<file path="config.mk">
export PLATFORM = sky130hd
export DESIGN_NAME = uart_tx_serializer
export DESIGN_NICKNAME = d
export VERILOG_FILES = /design/src/rtl/uart_pkg.sv /design/src/rtl/uart_parity_gen.sv /design/src/rtl/uart_tx_serializer.sv
export SDC_FILE = /design/constraint.sdc
export NUM_CORES = 1
export LEC_CHECK = 0
export BUFFER_PORTS_ARGS = -buffer_cell sky130_fd_sc_hd__buf_2
export CAP_MARGIN = 20
export CORE_MARGIN = 5
export CORE_UTILIZATION = 60
export DETAILED_ROUTE_END_ITERATION = 16
export HOLD_SLACK_MARGIN = 0.05
export PLACE_DENSITY = 0.83
export SETUP_SLACK_MARGIN = 0.02
export SYNTH_ARGS = -nofsm -noshare
export SYNTH_HDL_FRONTEND = slang
export SYNTH_SLANG_ARGS = --single-unit
</file>
<file path="constraint.sdc">
create_clock -name Clock -period 5.2 [get_ports Clock]
set_clock_uncertainty 0.2 [all_clocks]
set_input_delay 0.26 -clock Clock [delete_from_list [all_inputs] [get_ports Clock]]
set_output_delay 0.26 -clock Clock [all_outputs]
set_load 0.05 [all_outputs]
</file>
<file path="src/rtl/uart_pkg.sv">
// Shared types and constants for the UART transmit path.
package uart_pkg;

  // Line parity selection; both "none" encodings produce a frame without a parity bit.
  typedef enum logic [1:0] {
    PAR_NONE0 = 2'b00,
    PAR_ODD   = 2'b01,
    PAR_EVEN  = 2'b10,
    PAR_NONE3 = 2'b11
  } parity_e;

  // Serializer frame states.
  typedef enum logic [2:0] {
    ST_IDLE,
    ST_SYNC,
    ST_START,
    ST_DATA,
    ST_PARITY,
    ST_STOP
  } state_e;

  // Narrowest data field the serializer will frame.
  localparam int MIN_DATA_BITS = 5;

endpackage

</file>
<file path="src/rtl/uart_parity_gen.sv">
// Combinational parity over the low 'len' bits of a data word.
module uart_parity_gen #(
  parameter int Width = 8,
  parameter int LenW  = 4
) (
  input  logic [Width-1:0] data,
  input  logic [LenW-1:0]  len,
  output logic             odd_bit,
  output logic             even_bit
);

  logic [Width-1:0] masked;

  // Keep only the bits that are actually part of the frame.
  always_comb begin
    masked = '0;
    for (int i = 0; i < Width; i++) begin
      if (i < int'(len)) masked[i] = data[i];
    end
  end

  // Even parity bit makes the total count of ones even; odd is its complement.
  assign even_bit = ^masked;
  assign odd_bit  = ~even_bit;

endmodule

</file>
<file path="src/rtl/uart_tx_serializer.sv">
// UART transmit serializer: frames a parallel word into start/data/parity/stop bits,
// one bit per BaudTick pulse, with a valid/ready handshake on the word side.
module uart_tx_serializer
  import uart_pkg::*;
#(
  parameter int MaxDataBits = 8,
  parameter int LenW        = 4
) (
  input  logic                   Clock,
  input  logic                   Reset,
  input  logic                   BaudTick,
  input  logic [1:0]             ParityType,
  input  logic                   StopBits,
  input  logic [LenW-1:0]        DataLength,
  input  logic [MaxDataBits-1:0] TxData,
  input  logic                   TxValid,
  output logic                   TxReady,
  output logic                   DataOut,
  output logic                   ParallParOut,
  output logic                   ActiveFlag,
  output logic                   DoneFlag
);

  state_e state_q, state_d;

  // Per-frame configuration captured at accept.
  logic [MaxDataBits-1:0] data_q;
  parity_e                ptype_q;
  logic                   stop2_q;
  logic [LenW-1:0]        n_q;

  logic [LenW-1:0] bitcnt_q, bitcnt_d;
  logic            stopcnt_q, stopcnt_d;
  logic            dout_q, dout_d;
  logic            active_q, active_d;
  logic            done_q, done_d;
  logic            par_out_q, par_out_d;

  logic                   accept;
  logic [LenW-1:0]        n_in;
  logic [MaxDataBits-1:0] pg_data;
  logic [LenW-1:0]        pg_len;
  logic                   pg_odd, pg_even;
  logic [MaxDataBits-1:0] data_sh;
  logic                   data_bit;
  logic                   par_en, par_bit;
  logic                   in_par_none;

  assign TxReady      = (state_q == ST_IDLE);
  assign accept       = TxValid & TxReady;
  assign DataOut      = dout_q;
  assign ActiveFlag   = active_q;
  assign DoneFlag     = done_q;
  assign ParallParOut = par_out_q;

  // Clamp the requested data length into the supported range.
  always_comb begin
    if (DataLength < LenW'(MIN_DATA_BITS))    n_in = LenW'(MIN_DATA_BITS);
    else if (DataLength > LenW'(MaxDataBits)) n_in = LenW'(MaxDataBits);
    else                                      n_in = DataLength;
  end

  // One parity generator serves both uses: while idle it looks at the incoming word
  // (for ParallParOut at accept), during a frame at the latched word (for the line bit).
  assign pg_data = TxReady ? TxData : data_q;
  assign pg_len  = TxReady ? n_in   : n_q;

  uart_parity_gen #(
    .Width (MaxDataBits),
    .LenW  (LenW)
  ) u_parity (
    .data     (pg_data),
    .len      (pg_len),
    .odd_bit  (pg_odd),
    .even_bit (pg_even)
  );

  assign in_par_none = (ParityType == PAR_NONE0) || (ParityType == PAR_NONE3);
  assign par_en      = (ptype_q == PAR_ODD) || (ptype_q == PAR_EVEN);
  assign par_bit     = (ptype_q == PAR_ODD) ? pg_odd : pg_even;

  // Shift instead of a variable bit-select so the counter width need not match the index width.
  assign data_sh  = data_q >> bitcnt_q;
  assign data_bit = data_sh[0];

  // Next-state and next-output logic; everything advances only on BaudTick once a frame is running.
  always_comb begin
    // NOTE: every target gets a default first so no path leaves a value unassigned (no latches).
    state_d   = state_q;
    dout_d    = dout_q;
    bitcnt_d  = bitcnt_q;
    stopcnt_d = stopcnt_q;
    active_d  = active_q;
    done_d    = 1'b0;
    par_out_d = par_out_q;
    case (state_q)
      ST_IDLE: begin
        if (TxValid) begin
          state_d   = ST_SYNC;
          active_d  = 1'b1;
          par_out_d = in_par_none ? pg_odd : 1'b0;
        end
      end
      ST_SYNC: begin
        if (BaudTick) begin
          dout_d  = 1'b0;
          state_d = ST_START;
        end
      end
      ST_START: begin
        if (BaudTick) begin
          dout_d   = data_q[0];
          bitcnt_d = LenW'(1);
          state_d  = ST_DATA;
        end
      end
      ST_DATA: begin
        if (BaudTick) begin
          if (bitcnt_q < n_q) begin
            dout_d   = data_bit;
            bitcnt_d = bitcnt_q + LenW'(1);
          end else if (par_en) begin
            dout_d  = par_bit;
            state_d = ST_PARITY;
          end else begin
            dout_d    = 1'b1;
            stopcnt_d = 1'b0;
            state_d   = ST_STOP;
          end
        end
      end
      ST_PARITY: begin
        if (BaudTick) begin
          dout_d    = 1'b1;
          stopcnt_d = 1'b0;
          state_d   = ST_STOP;
        end
      end
      ST_STOP: begin
        if (BaudTick) begin
          if (stopcnt_q == stop2_q) begin
            state_d  = ST_IDLE;
            active_d = 1'b0;
            done_d   = 1'b1;
            bitcnt_d = '0;
          end else begin
            stopcnt_d = 1'b1;
          end
        end
      end
      default: state_d = ST_IDLE;
    endcase
  end

  // State register and registered outputs; reset aborts any frame in progress.
  always_ff @(posedge Clock) begin
    // NOTE: sequential state uses non-blocking assignments so all registers update together.
    if (Reset) begin
      state_q   <= ST_IDLE;
      dout_q    <= 1'b1;
      bitcnt_q  <= '0;
      stopcnt_q <= 1'b0;
      active_q  <= 1'b0;
      done_q    <= 1'b0;
      par_out_q <= 1'b0;
    end else begin
      state_q   <= state_d;
      dout_q    <= dout_d;
      bitcnt_q  <= bitcnt_d;
      stopcnt_q <= stopcnt_d;
      active_q  <= active_d;
      done_q    <= done_d;
      par_out_q <= par_out_d;
    end
  end

  // Capture word and configuration at accept so later input changes cannot disturb the frame.
  always_ff @(posedge Clock) begin
    // NOTE: holding registers are reset too; they are few and this keeps X out of the parity path.
    if (Reset) begin
      data_q  <= '0;
      ptype_q <= PAR_NONE0;
      stop2_q <= 1'b0;
      n_q     <= LenW'(MIN_DATA_BITS);
    end else if (accept) begin
      data_q  <= TxData;
      ptype_q <= parity_e'(ParityType);
      stop2_q <= StopBits;
      n_q     <= n_in;
    end
  end

endmodule

</file>
* Word-level counts from Yosys, hierarchy flattened
Index checks and enable logic that the tools add are counted.
** Storage, ports and cells
- Flip-flop bits (word level) :: 27
- Input bits :: 19
** Operators by class
- $lt $le $gt $ge :: 11
- Equal/unequal tests :: 20
- Shift-type cells :: 1
- Multiplexer cells :: 48
- Bitwise gates (word level) :: 4
- Reduce and logical (&&, ||, !) cells :: 16
- Add/subtract/negate cells :: 1
** Operators with widths (number)
- $mux 4 :: 8
- $mux 1 :: 26
- $mux 3 :: 8
- $ne 2x2->1 const B :: 11
- $pmux 3 s6 :: 1
- $lt 3x4->1 const A :: 4
- $pmux 4 s3 :: 1
- $lt 1x4->1 const A :: 2
- $lt 2x4->1 const A :: 2
- $mux 8 :: 1
- $reduce_and 8->1 :: 1
- $reduce_xor 8->1 :: 1
- $shr 8x4->1 :: 1
- $reduce_and 7->1 :: 1
- $eq 3x2->1 const B :: 2
- $eq 3x3->1 const B :: 2
- $reduce_and 6->1 :: 1
- $reduce_bool 3->1 :: 2
- $reduce_and 5->1 :: 1
- $add 4x1->4 const B :: 1
- $eq 2x2->1 const B :: 2
- $gt 4x4->1 const B :: 1
- $lt 4x3->1 const B :: 1
- $lt 4x4->1 :: 1
- 16 further kinds :: 19

* Logic depth before layout (Yosys ltp)
- Depth in word-level cells :: 13
- Depth in mapped cells :: 10
- Mapped depth without buffers :: 9

* Cells and area by module
From an unflattened synthesis, not the netlist that was laid out.
** Second synthesis, totals
- Cell total of the unflattened synthesis :: 231
- Area, all modules :: 1770.4 µm²
** By module, submodules not included
- uart_tx_serializer :: sequential area each 540.5 µm², cells an instance 210, times used 1, area an instance 1577.8 µm²
- uart_parity_gen :: sequential area each 0.0 µm², cells an instance 21, times used 1, area an instance 192.7 µm²

* Worst setup path before layout
OpenSTA, ideal clock, no wires.
- Path kind :: flip-flop to flip-flop
- Start point :: register bitcnt_q[0]
- End point :: register dout_q (netlist: DataOut)
- Buffers on the path :: 0
- Setup slack :: 3.002 ns
- Cell stages (with the launch flop) :: 8
- Data required time :: 4.881 ns
- Data arrival time :: 1.879 ns
- Cell sequence :: dfxtp_1 mux4_2 o22ai_1 nor4b_2 a2111oi_1 nand2_1 mux2i_1 nor3_1
** Between the ends
- Longest elaborated chain between the ends :: 4
- Elaborated cells on any way between the ends :: 5
** Ends and longest elaborated chain
- from (decl) :: line uart_tx_serializer.sv:32 : logic [LenW-1:0] bitcnt_q, bitcnt_d;
- from (signal assigned) :: line uart_tx_serializer.sv:169 : bitcnt_q <= bitcnt_d;
- $shr 8x4->1 / $lt 4x4->1 (equally long branches) :: line uart_tx_serializer.sv:83, uart_tx_serializer.sv:119
- $mux 1 * :: line uart_tx_serializer.sv:119 : if (bitcnt_q < n_q) begin
- $mux 1 * :: line uart_tx_serializer.sv:118 : if (BaudTick) begin
- $pmux 1 s4 * :: line uart_tx_serializer.sv:96 : case (state_q)
- to (signal assigned) :: line uart_tx_serializer.sv:168 : dout_q <= dout_d;
- to (decl) :: line uart_tx_serializer.sv:34 : logic dout_q, dout_d;
Every way passes the cells marked *; elsewhere a longest branch is shown, timed or not. The select of a mux whose other input is x is not followed.
A chain may end at the register's enable or synchronous reset.

* Worst setup path after layout
Same ends and word-level chain as after synthesis.

==> impl_metrics.yaml <==
outcome:
  status: "finished, final reports clean"
synth:
  synth-seq-cells: 27
  synth_flop_cell: "dfxtp_1"
  syn_nets: 247
  ys_warn_count: 0
  synth_cells: 223
  async_reset_ff_share_pct: 0
  yosysSeqAreaShare_pct: 31.7
  avgSynthCellArea_um2: 7.64
  synth-edff-count: 0
  synthesis.area_um2: 1700
  synthTopCellsByArea: "dfxtp_1, nand2_1, a21oi_1"
  synth_top_area_cell: "dfxtp_1"
  netlist-cell-type-count: 53
  synth_top_area_share_pct: 31.7
sta:
  tightest_slew_ns: 0.626
  fin_ws_ns: 2.75
  rsz0062_at_grt: "false"
  hold_viol: 0
  fin_crit_ns: 2.45
  slew_headroom_pct: 57.6
  timing.hold.ws_ns: 0.161
  fmax_ghz: 0.409
  setup_violations: 0
  fin_tns_setup_ns: 0
  fin_crit_sh_pct: 47.0
  finalMaxSlewViolations: 0
setup_path:
  r2r_setup_slack_ns: 2.75
  criticalPathCategory: "reg2reg"
  rr_worst_depth: 7
  end_kind: "register"
  crit_path_start: "bitcnt_q[0]$_SDFFE_PP0P_"
  crit_required_ns: 5.24
  cpMaxStageDelayCell: "mux4_2"
  cp_max_fo: 8
  cp-start-kind: "register"
  slowest_delay_ns: 0.54
  r2r_start: "bitcnt_q[0]$_SDFFE_PP0P_"
  cp.arrival_ns: 2.49
  r2r-end: "DataOut$_SDFFE_PP1P_"
  cp_cell_sequence: "mux4_2 -> o22ai_1 -> nor4b_2 -> a2111oi_1 -> nand2b_1 -> mux2i_1 -> nor3_1"
route:
  drtIter0Drc: 130
  wl_per_cell_um: 15.3
  via_count: 1740
  drt_pass1_iterations: 4
  drt-total-wl_um: 4350
  ant_nets: 0
  drc_errors: 0
  vias_per_cell: 6.13
power:
  swShare_pct: 40.0
  p_clk_share_pct: 17.1
  p_int_uw: 337
  powerDensity_nw_per_um2: 285
  ir_drop_mv: 0.256
  pwr-share-seq_pct: 45.6
  fin_total_pwr_uw: 562
  switching_power_uw: 225
  pwr-share-comb_pct: 37.3
  power.leakage_nw: 0.785
place:
  hpwl_um: 2930
  gp_congestion: 0.850
  numPlacedInstances: 267
  place_area_um2: 1810
  port_buffers: 23
  place_ws_ns: 2.80
cells_and_area:
  fill_cells: 221
  area_delta_synth_final_pct: 15.9
  fin_util_pct: 72.2
  postLayoutCellArea_um2: 1970
  antenna_cells: 0
  multiInputGateArea_um2: 1090
  layout-drive-gt1-share_pct: 13.0
  layout_common_cells: "nand2_1, dfxtp_1, buf_2"
  fin_cells: 284
  ff_latch_area_um2: 541
  final_common_cell: "nand2_1"
  nNetsFinal: 278
clock_network:
  worstSkewPairLatency_ns: 0.33
  clkSinkCount: 27
  ctsHoldBuffers: 13
  numCtsBuffers: 3
  max-clock-path-buffers: 2
  path_clk_slew_ns: 0.16
  postCtsSetupRepairBufs: 0
  cts_tree: "built"
  cts_resized: 0
  h-tree-depth: 1
  root_buffer: "clkbuf_4"
die:
  die_w_um: 63.3
  coreArea_um2: 2730
  pin_count: 24
  start_util_pct: 62.3
  die_h_um: 63.3
  die_area_um2: 4000
  rows: 19
grt:
  antenna_found_initial: 0
  grt_pass1_wl_um: 7430
  track_usage_pct: 22.5
  grt_overflow: 0
  grt_max_degree: 28
  grt_pass1_vias: 1652
worst_hold_path:
  hold-path-cell-count: 2
  hp-class: "in2reg"
  min_to: "stopcnt_q$_SDFFE_PP0P_"
  hold_start: "Reset"
run:
  drv_cap: 0
-- metal layers --
metal  vias up  global-route usage [%]  routed length [um]
li1        852                       -                   -
met4         0                    10.1                 157
met3        18                    4.62                 303
met5         -                       0                   0
met1       791                    28.8                1870
met2        79                    36.3                2030
-- power groups by stage --
| stage | sequential, mW | combinational [mW] | clock [mW] |
|---|---|---|---|
| 4_1_cts | 0.255 | 0.205 | 0.0956 |
| 6_report | 0.256 | 0.210 | 0.0963 |
| 3_3_place_gp | 0.260 | 0.194 | 0 |
| 3_5_place_dp | 0.260 | 0.196 | 0 |
| 2_1_floorplan | 0.261 | 0.151 | 0 |
| 5_1_grt | 0.261 | 0.230 | 0.106 |
-- Yosys cell counts, drive strengths merged (2+ instances only) --
| cell type | number |
|---|---|
| o22ai | 2 |
| o32a | 2 |
| nand2 | 39 |
| o21a | 2 |
| nor3 | 5 |
| nor2b | 3 |
| and2 | 2 |
| nand3b | 3 |
| a21o | 3 |
| a21oi | 23 |
| ha | 5 |
| nand2b | 7 |
| nor2 | 18 |
| clkbuf | 5 |
| nor3b | 2 |
| a2111oi | 2 |
| o21ai | 9 |
| mux2i | 2 |
| xnor2 | 5 |
| and4 | 2 |
| xor2 | 8 |
| dfxtp | 27 |
| inv | 9 |
| nand3 | 7 |
| buf | 5 |
| o2bb2ai | 2 |
| a31oi | 3 |
-- worst max-delay path: cells and delay by family, from the launching register on --
family	cells	cell delay, ns
flip-flops	1	0.49
multiplexers	2	0.70
AO/OA/AOI/OAI	2	0.71
AND/OR/NAND/NOR	3	0.26
-- registers in the layout (all words and copies together), names as in the netlist --
register,count
stopcnt_q,1
state_q,3
DoneFlag,1
stop2_q,1
ptype_q,2
ActiveFlag,1
ParallParOut,1
n_q,4
DataOut,1
data_q,8
bitcnt_q,4
-- worst max-delay path by stage --
stage	end	cells after the start
finish	DataOut$_SDFFE_PP1P_	7
global route	DataOut$_SDFFE_PP1P_	8
floorplan	DataOut$_SDFFE_PP1P_	7
global placement	DataOut$_SDFFE_PP1P_	7
detailed placement	DataOut$_SDFFE_PP1P_	7
CTS	DataOut$_SDFFE_PP1P_	7
-- final cells by class --
class	count	area share, %
clock buffer	3	1.14
clock inverter	1	0.380
inverter	9	1.71
multi-input combinational	177	55.0
sequential	27	27.4
tap	31	1.96
timing repair buffer	36	12.4
-- logic make-up (layout without fill, tap and decap cells) --
group / after synthesis / count (layout) / synth area share [%]
muxes: 4 / 4 / 3.16
AOI/OAI and AO/OA: 61 / 61 / 23.7
DFF: 27 / 27 / 31.7
and+or+nand+nor: 94 / 94 / 26.6
xor gates and xnor gates: 13 / 13 / 6.69
buffers and inverters: 19 / 49 / 4.48
adders and majority gates: 5 / 5 / 3.67
(Power assumes the default switching activity.)
